--- src/rtl/reset_sequencer.sv ---
// Multi-domain reset sequencer: filters PLL lock, then releases active-low
// channel resets in ascending order, re-asserting all on lock loss or soft request.
module reset_sequencer #(
    parameter int unsigned NUM_CH         = 3,
    parameter int unsigned STEP_DELAY_CC  = 50000,
    parameter int unsigned LOCK_FILTER_CC = 1024
) (
    input  logic              piul1Clock,
    input  logic              piul1Reset,
    input  logic              piul1Locked,
    input  logic              piul1ResetReq,
    output logic [NUM_CH-1:0] poulNReset_n,
    output logic              poul1Ready,
    output logic [1:0]        poul2State,
    output logic [7:0]        poul8LockLossCount
);

    localparam int unsigned FILT_W = $clog2((LOCK_FILTER_CC < 2) ? 2 : LOCK_FILTER_CC);
    localparam int unsigned STEP_W = $clog2((STEP_DELAY_CC < 2) ? 2 : STEP_DELAY_CC);
    localparam int unsigned IDX_W  = $clog2((NUM_CH < 2) ? 2 : NUM_CH);

    localparam logic [FILT_W-1:0] FILT_LAST = FILT_W'(LOCK_FILTER_CC - 1);
    localparam logic [STEP_W-1:0] STEP_LAST = STEP_W'(STEP_DELAY_CC - 1);
    localparam logic [IDX_W-1:0]  IDX_LAST  = IDX_W'(NUM_CH - 1);

    typedef enum logic [1:0] {
        HOLD    = 2'd0,
        RELEASE = 2'd1,
        RUN     = 2'd2
    } seqState_t;

    seqState_t         seqState;
    logic              ul1LockMeta;
    logic              ul1LockS;
    logic [FILT_W-1:0] filtCnt;
    logic [STEP_W-1:0] stepCnt;
    logic [IDX_W-1:0]  chIdx;

    // Two-flop synchroniser for the asynchronous PLL lock
    always_ff @(posedge piul1Clock or posedge piul1Reset) begin
        if (piul1Reset) begin
            ul1LockMeta <= 1'b0;
            ul1LockS    <= 1'b0;
        end else begin
            ul1LockMeta <= piul1Locked;
            ul1LockS    <= ul1LockMeta;
        end
    end

    // Sequencer FSM with registered outputs
    always_ff @(posedge piul1Clock or posedge piul1Reset) begin
        if (piul1Reset) begin
            seqState           <= HOLD;
            filtCnt            <= '0;
            stepCnt            <= '0;
            chIdx              <= '0;
            poulNReset_n       <= '0;
            poul1Ready         <= 1'b0;
            poul8LockLossCount <= 8'd0;
        end else begin
            case (seqState)
                HOLD: begin
                    if (!ul1LockS || piul1ResetReq) begin
                        filtCnt <= '0;
                    end else if (filtCnt == FILT_LAST) begin
                        seqState <= RELEASE;
                        filtCnt  <= '0;
                        stepCnt  <= '0;
                        chIdx    <= '0;
                    end else begin
                        filtCnt <= filtCnt + FILT_W'(1);
                    end
                end
                RELEASE, RUN: begin
                    if (!ul1LockS || piul1ResetReq) begin
                        // Abort: simultaneous loss and request count once
                        seqState     <= HOLD;
                        filtCnt      <= '0;
                        stepCnt      <= '0;
                        chIdx        <= '0;
                        poulNReset_n <= '0;
                        poul1Ready   <= 1'b0;
                        if (!ul1LockS && (poul8LockLossCount != 8'hFF)) begin
                            poul8LockLossCount <= poul8LockLossCount + 8'd1;
                        end
                    end else if (seqState == RELEASE) begin
                        if (stepCnt == STEP_LAST) begin
                            poulNReset_n <= poulNReset_n | (NUM_CH'(1) << chIdx);
                            stepCnt      <= '0;
                            if (chIdx == IDX_LAST) begin
                                seqState   <= RUN;
                                poul1Ready <= 1'b1;
                            end else begin
                                chIdx <= chIdx + IDX_W'(1);
                            end
                        end else begin
                            stepCnt <= stepCnt + STEP_W'(1);
                        end
                    end
                end
                default: begin
                    seqState <= HOLD;
                end
            endcase
        end
    end

    assign poul2State = seqState;

endmodule

--- config.mk ---
export PLATFORM = sky130hd
export DESIGN_NAME = reset_sequencer
export DESIGN_NICKNAME = d
export VERILOG_FILES = /design/src/rtl/reset_sequencer.sv
export SDC_FILE = /design/constraint.sdc
export NUM_CORES = 1
export LEC_CHECK = 0
export CORE_ASPECT_RATIO = 1.4
export CORE_MARGIN = 2
export CORE_UTILIZATION = 45
export CTS_CLUSTER_SIZE = 40
export DETAILED_ROUTE_END_ITERATION = 10
export PLACE_DENSITY_LB_ADDON = 0.12
export SLEW_MARGIN = 20
export SYNTH_ARGS = -nofsm -noshare
export SYNTH_HDL_FRONTEND = slang
export SYNTH_SLANG_ARGS = --single-unit
--- constraint.sdc ---
create_clock -name piul1Clock -period 3.75 [get_ports piul1Clock]
set_input_delay 0.375 -clock piul1Clock [delete_from_list [all_inputs] [get_ports piul1Clock]]
set_output_delay 0.375 -clock piul1Clock [all_outputs]
set_load 0.005 [all_outputs]
==> results of run 1 <==
-- cell families after synthesis --
kind of cell	Yosys count
muxes	6
DFF	44
and+or+nand+nor	108
buffers and inverters	25
AOI/OAI and AO/OA	67
adders and majority gates	9
xor gates and xnor gates	7
-- cell usage after synthesis (3+ instances only) --
cell / n / area share
a22oi_1: 3 / 0.0092
inv_1: 15 / 0.023
clkbuf_1: 3 / 0.0046
o21ai_1: 3 / 0.0061
or3_1: 5 / 0.013
and2_1: 4 / 0.010
dfrtp_1: 44 / 0.45
buf_2: 5 / 0.010
nand2_1: 25 / 0.038
ha_1: 9 / 0.046
nand3_1: 12 / 0.024
nand4_1: 9 / 0.023
o21ai_0: 18 / 0.037
nor2b_1: 3 / 0.0076
mux2_2: 4 / 0.018
and3_1: 7 / 0.018
o22ai_1: 4 / 0.010
o31ai_1: 4 / 0.012
and4_1: 4 / 0.014
xnor2_1: 4 / 0.014
xor2_1: 3 / 0.011
a21oi_1: 19 / 0.039
nor3_1: 5 / 0.010
nor2_1: 13 / 0.020
-- worst paths after layout --
kind | from | endpoint | slack (ns) | depth (start not counted)
setup reg to reg | poul2State[0]$_DFFE_PP0P_ | chIdx[1]$_DFFE_PP0P_ | 1.06 | 9
hold / removal | ul1LockMeta$_DFF_PP0_ | ul1LockS$_DFF_PP0_ | 0.36 | 0
setup / recovery | poul2State[0]$_DFFE_PP0P_ | chIdx[1]$_DFFE_PP0P_ | 1.06 | 9
hold reg to reg | ul1LockMeta$_DFF_PP0_ | ul1LockS$_DFF_PP0_ | 0.36 | 0
max in group asynchronous | piul1Reset | poulNReset_n[0]$_DFFE_PP0P_ | 2.86 | 3
min in group asynchronous | piul1Reset | ul1LockS$_DFF_PP0_ | 0.51 | 3
-- routing by layer --
layer,vias up,wire (µm),track usage
li1,1008,-,-
met1,975,2290,0.237
met2,40,2630,0.325
met3,14,193,0.0359
met4,0,153,0.0935
met5,-,0,0
-- sequential cells by signal (all words and copies together) (netlist names) --
name / cells
ul1LockS: 1
poul8LockLossCount: 8
ul1LockMeta: 1
stepCnt: 16
chIdx: 2
filtCnt: 10
poul1Ready: 1
poulNReset_n: 3
poul2State: 2
-- worst reg2reg max path: cells and delay by family, from the launching register on --
kind	cells	cell delay (ns)
buffers and inverters	3	0.48
DFF	1	0.40
and+or+nand+nor	3	0.79
adders and majority gates	1	0.57
AOI/OAI and AO/OA	2	0.37
-- through the flow --
stage	worst slack [ns]	instance area (µm²)	util	cells
2_1_floorplan	1.84	2460	-	266
3_3_place_gp	1.20	2700	0.515	343
3_5_place_dp	1.09	2700	0.515	343
4_1_cts	1.05	2820	0.539	351
5_1_grt	0.869	2820	0.539	351
6_report	1.06	2820	0.539	351
-- power breakdown --
group,total (µW),switching (µW),internal (µW)
Combinational,22.4,15.1,7.38
Sequential,478,2.02,476
Clock,403,168,235
-- layout by cell type, fill, tap and decap left out, types with 3 or more instances in the layout --
cell              n
mux2_2            4
xor2_1            3
and3_1            7
o31ai_1           4
clkdlybuf4s50_1  17
and4_1            4
a22oi_1           3
and2_1            4
nand2_1          25
clkbuf_8          7
nand4_1           9
xnor2_1           4
nor2b_1           3
nor3_1            5
o21ai_0          18
nor2_1           13
dfrtp_1          44
o21ai_1           3
or3_1             5
inv_1            14
buf_4             4
a21oi_1          19
nand3_1          12
o22ai_1           4
ha_1              9
-- layout make-up --
class	count	area (µm²)
Clock inverter	1	30.0
Fill cell	475	2410
Timing Repair Buffer	21	200
Inverter	15	56.3
Tap cell	66	82.6
Clock buffer	7	96.3
Sequential cell	44	1100
Multi-Input combinational cell	197	1260
==> results.toml, run 1 <==
[clocking]
clk_latency_ns = 0.30
htreeDepth = 2
cts_setup_buffers = 0
cts_buffers = 5
clockRootBuffer = "clkbuf_8"
clk_pin_slew_ns = 0.09
clockBufferDepth = 2
hold_buffers = 0
cts_sinks = 44
cts.repair.resized = 0
cts_tree = "done"

[timing]
min_period_over_period = 0.718
tightest_slew_ns = 0.658
tns_ns = 0
hold_ws_ns = 0.355
relSlewSlack = 0.561
fin_crit_ns = 2.69
rsz0062_at_grt = "false"
setup_viol = 0
clock-skew-final_ns = 0.00698
maxSlewViolCount = 0
fmaxAchievable_ghz = 0.372
finalHoldViolCount = 0

[global_route]
antenna_found_initial = 0
grt_max_degree = 45
grt_pass1_wl_um = 9250
grtUsageTotal = 0.195
grt_pass1_vias = 1978
gr-total-overflow = 0

[critical_path]
crit_buf_inv = 3
cp_data_required_time_ns = 3.98
crit_path_max_incr_delay_ns = 0.57
cp_top_family = "simple AND/OR/NAND/NOR gates"
crit_top_cell = "buf_4"
worstSetupPathType = "reg -> reg"
arrival_ns = 2.92
path_cells = "inv_1 > ha_1 > nand3b_1 > buf_4 > a2bb2oi_1 > nand3_2 > buf_4 > or4_4 > o21ai_1"
cpMaxStageDelayCell = "ha_1"
cp-start-kind = "register"
endpoint_kind = "register"
cp_max_fo = 25

[floorplan]
die_x_um = 66.5
coreArea_mm2 = 0.00524
dieHeight_um = 91.5
rows = 31
die-area_mm2 = 0.00608
start_util = 0.470
ioPinCount = 18

[run]
maxCapViolations = 0

[final_layout]
area_growth_pct = 14.8
final_layout_size_suffix_gt1_frac = 0.0807
insertedDiodeCount = 0
fin_nets = 297

[synth]
synth.distinct_cells = 53
async_reset_ff_frac = 1.00
yosysWarnings = 0
synth_compound_area_frac = 0.168
synthXorXnorAreaFrac = 0.0249
synth_nets = 279
syn_area_mm2 = 0.00246
synthSimpleGateAreaFrac = 0.246
synth_top_family_by_area = "simple AND/OR/NAND/NOR gates"
synth.avg_cell_area_um2 = 9.24
netlist_instances = 266
synth_mux_area_frac = 0.0265
seq_area_frac_synth = 0.448
ys_seq_elements = 44
synth_top_flop_cell = "dfrtp_1"
synth_edf_count = 0
yosys.area_share.adder = 0.0458

[drt]
viasPerCell = 5.80
routed_wl_um = 5270
drtAntennaViolNets = 0
drt-wirelength-per-cell_um = 15.0
drt_iter0_drc = 113
drt_first_pass_iters = 4
remaining_drc_errors = 0
vias = 2037

[power]
p_leak_uw = 0.00115
ir_worst_vdd_uv = 178
powerDensity_mw_per_mm2 = 320
p_total_uw = 903

[outcome]
status = "completed"

[place]
io_buffers = 17
gp_congestion = 0.832
dpl.hpwl_um = 3660

[worst_hold_path]
min_path_type = "reg -> reg"
Power figures use the tool's default switching activity.
==> inputs of run 2 (changes only) <==
clock period = 2.7 ns   (was 3.75 ns; I/O delays follow)
==> results.toml, run 2 (synthesis gave the netlist of run 1 again) <==
[floorplan]
die_x_um = 66.5
rows = 31
coreArea_mm2 = 0.00524
die-area_mm2 = 0.00608
ioPinCount = 18
start_util = 0.470
dieHeight_um = 91.5

[final_layout]
area_growth_pct = 15.5
final_layout_size_suffix_gt1_frac = 0.0839
top_register = "stepCnt"
final_cell_mix = "dfrtp_1, nand2_1, a21oi_1, o21ai_0, clkdlybuf4s50_1"
insertedDiodeCount = 0
largestRegisters = "stepCnt: 16 flops, filtCnt: 10 flops, poul8LockLossCount: 8 flops"
fin_nets = 299
final_common_cell = "dfrtp_1"
fin_cells = 352
largest_reg_flops = 16

[critical_path]
endpoint_kind = "register"
arrival_ns = 2.40
cp_data_required_time_ns = 2.91
reg2reg_from = "poul2State[0]$_DFFE_PP0P_"
cp-start-kind = "register"
crit_start = "poul2State[0]$_DFFE_PP0P_"
cp_max_fo = 12
worstSetupPathType = "reg -> reg"

[timing]
rsz0062_at_grt = "false"
min_period_over_period = 0.811
setup_viol = 0
clock-skew-final_ns = 0.00448
tns_ns = 0
tightest_slew_ns = 0.499
fin_crit_ns = 2.19
fmaxAchievable_ghz = 0.456
relSlewSlack = 0.664
maxSlewViolCount = 0
finalHoldViolCount = 0

[drt]
drt_iter0_drc = 110
remaining_drc_errors = 0
drt_first_pass_iters = 6
routed_wl_um = 5440
drtAntennaViolNets = 0
drt-wirelength-per-cell_um = 15.4
vias = 2033
viasPerCell = 5.78

[clocking]
cts_sinks = 44
hold_buffers = 0
clockRootBuffer = "clkbuf_8"
cts_buffers = 5
cts_setup_buffers = 0
htreeDepth = 2
clk_pin_slew_ns = 0.09
cts_tree = "done"
clk_latency_ns = 0.30
clockBufferDepth = 2
cts.repair.resized = 0

[place]
dp_cells = 345
gp_congestion = 0.830
dpl.hpwl_um = 3880
io_buffers = 17

[run]
maxCapViolations = 0

[global_route]
antenna_found_initial = 0
grt_pass1_vias = 1957
grtUsageTotal = 0.196
gr-total-overflow = 0
grt_pass1_wl_um = 9330
grt_max_degree = 23

[power]
powerDensity_mw_per_mm2 = 455
ir_worst_vdd_uv = 334
p_leak_uw = 0.00116

[worst_hold_path]
min_path_type = "in -> async"

[outcome]
status = "completed"
==> run 2: cell count changes in the layout (fill, tap and decap cells not counted) <==
cell       change
clkbuf_8       -2
bufinv_16      +1
buf_4          +2
==> run 2: final timing paths <==
check | to | slack, ns | depth (start not counted)
max | stepCnt[12]$_DFFE_PP0P_ | 0.51 | 7
min | filtCnt[7]$_DFFE_PP0P_ | 0.22 | 2
max reg2reg | stepCnt[12]$_DFFE_PP0P_ | 0.51 | 7
min reg2reg | ul1LockS$_DFF_PP0_ | 0.35 | 0
max in group asynchronous | stepCnt[15]$_DFFE_PP0P_ | 1.87 | 3
min in group piul1Clock | ul1LockS$_DFF_PP0_ | 0.35 | 0
==> run 2: per-stage QoR <==
stage	hold slack, ns	area (µm²)	worst slack [ns]	utilization	total power [µW]
floorplan	0.301	2460	0.785	-	696
global placement	0.335	2710	0.531	0.518	711
detailed placement	0.340	2710	0.510	0.518	711
CTS	0.237	2840	0.535	0.542	1300
global route	0.257	2840	0.312	0.542	1340
finish	0.224	2840	0.509	0.542	1290
==> run 2: critical path: stages (launching register included) <==
cell,delay (ns)
dfrtp_1,0.40
inv_1,0.08
ha_1,0.26
inv_1,0.23
a41o_2,0.19
nand3_1,0.34
or2_1,0.39
o31ai_1,0.22
==> run 2: layer usage <==
layer / part of all wire / up-vias / wire [µm] / global-route usage
met3: 0.030 / 5 / 165 / 0.0397
met2: 0.51 / 32 / 2770 / 0.328
met4: 0.015 / 0 / 79 / 0.0680
li1: - / 1016 / - / -
met5: 0 / - / 0 / 0
met1: 0.45 / 980 / 2420 / 0.247
==> run 2: report_power, final <==
part	switching [µW]	internal, µW	total, µW
logic	21.5	11.1	32.6
registers	2.94	661	664
clock network	232	364	597
==> run 2: final cells by class <==
class                           instances  area, µm²
Tap cell                               66       82.6
Inverter                               15       56.3
Timing Repair Buffer                   23        215
Clock buffer                            5       68.8
Clock inverter                          2       60.1
Fill cell                             504       2400
Sequential cell                        44       1100
Multi-Input combinational cell        197       1260
==> inputs of run 3 (changes only) <==
clock period = 2.2 ns   (was 2.7 ns; I/O delays follow)
==> results.toml, run 3 (synthesis gave the netlist of run 1 again) <==
[global_route]
grtUsageTotal = 0.191
grt_max_degree = 45
grt_pass1_vias = 1978
gr-total-overflow = 0
grt_pass1_wl_um = 9110
antenna_found_initial = 0

[final_layout]
final_common_cell = "dfrtp_1"
insertedDiodeCount = 0
fin_nets = 305
area_growth_pct = 18.4
top_register = "stepCnt"
stdcell_area_mm2 = 0.00291
final_cell_mix = "dfrtp_1, nand2_1, a21oi_1, o21ai_0, clkdlybuf4s50_1"
largestRegisters = "stepCnt: 16 flops, filtCnt: 10 flops, poul8LockLossCount: 8 flops"
largest_reg_flops = 16
n_fill_cell = 480
final_layout_size_suffix_gt1_frac = 0.106
final_core_util = 0.556

[floorplan]
rows = 31
dieHeight_um = 91.5
start_util = 0.470
die_x_um = 66.5
ioPinCount = 18
die-area_mm2 = 0.00608
coreArea_mm2 = 0.00524

[timing]
setup_viol = 0
tightest_slew_ns = 0.430
maxSlewViolCount = 0
relSlewSlack = 0.711
finalHoldViolCount = 0
tns_ns = 0
fmaxAchievable_ghz = 0.494
min_period_over_period = 0.921
clock-skew-final_ns = 0.00358
rsz0062_at_grt = "false"
fin_crit_ns = 2.03

[critical_path]
crit_buf_inv = 2
cp-start-kind = "register"
crit_path_max_incr_delay_ns = 0.47
cp_top_family = "simple AND/OR/NAND/NOR gates"
cpMaxStageDelayCell = "or4_1"
arrival_ns = 2.24
r2r_setup_slack_ns = 0.17
worstSetupPathType = "reg -> reg"
cp_data_required_time_ns = 2.42
cp_max_fo = 12
path_cells = "inv_1 > ha_4 > buf_4 > or2_2 > and4_1 > nand2_1 > or4_1 > o211ai_1"
endpoint_kind = "register"

[worst_hold_path]
min_path_type = "in -> async"

[place]
gp_congestion = 0.786
placed_cell_area_mm2 = 0.00277
dpl.hpwl_um = 3710
io_buffers = 17

[clocking]
clockRootBuffer = "clkbuf_8"
clk_pin_slew_ns = 0.08
cts_buffers = 5
htreeDepth = 2
cts_setup_buffers = 0
clockBufferDepth = 2
cts_tree = "done"
cts_sinks = 44
clk_latency_ns = 0.29

[drt]
drt-wirelength-per-cell_um = 14.9
drt_iter0_drc = 108
routed_wl_um = 5320
drtAntennaViolNets = 0
vias = 2042
viasPerCell = 5.70
remaining_drc_errors = 0
drt_first_pass_iters = 4

[power]
p_total_uw = 1580
ir_worst_vdd_uv = 302
powerDensity_mw_per_mm2 = 544
p_leak_uw = 0.00120

[outcome]
status = "completed"

[run]
maxCapViolations = 0
[run 3: power breakdown]
| group | leakage, µW | internal, µW | switching [µW] |
|---|---|---|---|
| Sequential | 0.000562 | 811 | 3.55 |
| Clock | 0.0000642 | 447 | 278 |
| Combinational | 0.000573 | 16.2 | 26.4 |
| Total | 0.00120 | 1270 | 308 |
[run 3: worst reg2reg max path: stages, from the launching register on]
cell and delay (ns):
dfrtp_1 0.37, inv_1 0.10, ha_4 0.30, buf_4 0.17, or2_2 0.16, and4_1 0.21
nand2_1 0.07, or4_1 0.47, o211ai_1 0.10
[run 3: worst paths after layout]
check,startpoint,endpoint,cells past startpoint
setup / recovery,poul2State[1]$_DFFE_PP0P_,filtCnt[9]$_DFFE_PP0P_,8
hold / removal,piul1Reset,filtCnt[7]$_DFFE_PP0P_,3
setup reg to reg,poul2State[1]$_DFFE_PP0P_,filtCnt[9]$_DFFE_PP0P_,8
hold reg to reg,ul1LockMeta$_DFF_PP0_,ul1LockS$_DFF_PP0_,0
max in group asynchronous,piul1Reset,stepCnt[6]$_DFFE_PP0P_,3
min in group piul1Clock,ul1LockMeta$_DFF_PP0_,ul1LockS$_DFF_PP0_,0
[run 3: through the flow]
stage | cells | hold WS [ns] | setup WS, ns
5_1_grt | 358 | 0.311 | 0.0388
2_1_floorplan | 266 | 0.251 | 0.285
4_1_cts | 358 | 0.274 | 0.104
3_3_place_gp | 351 | 0.334 | 0.206
3_5_place_dp | 351 | 0.337 | 0.134
6_report | 358 | 0.262 | 0.175
[run 3: cell type report]
class,count,area (µm²),area share
multi-input combinational,197,1270,0.436
clock inverter,2,60.1,0.0206
timing repair buffer,29,273,0.0937
sequential,44,1100,0.378
inverter,15,56.3,0.0193
tap,66,82.6,0.0284
clock buffer,5,68.8,0.0236
[run 3: timing repair]
action / CTS / global route
hold buffers: 0 / 0
endpoints found under the setup margin: 0 / 1
resized for setup: 0 / 1
[run 3: metal layers]
| layer | wire length (µm) | track usage | share of wire |
|---|---|---|---|
| met1 | 2400 | 0.233 | 0.45 |
| met2 | 2750 | 0.337 | 0.52 |
| met3 | 99 | 0.0335 | 0.019 |
| met4 | 73 | 0.0561 | 0.014 |
| met5 | 0 | 0 | 0 |
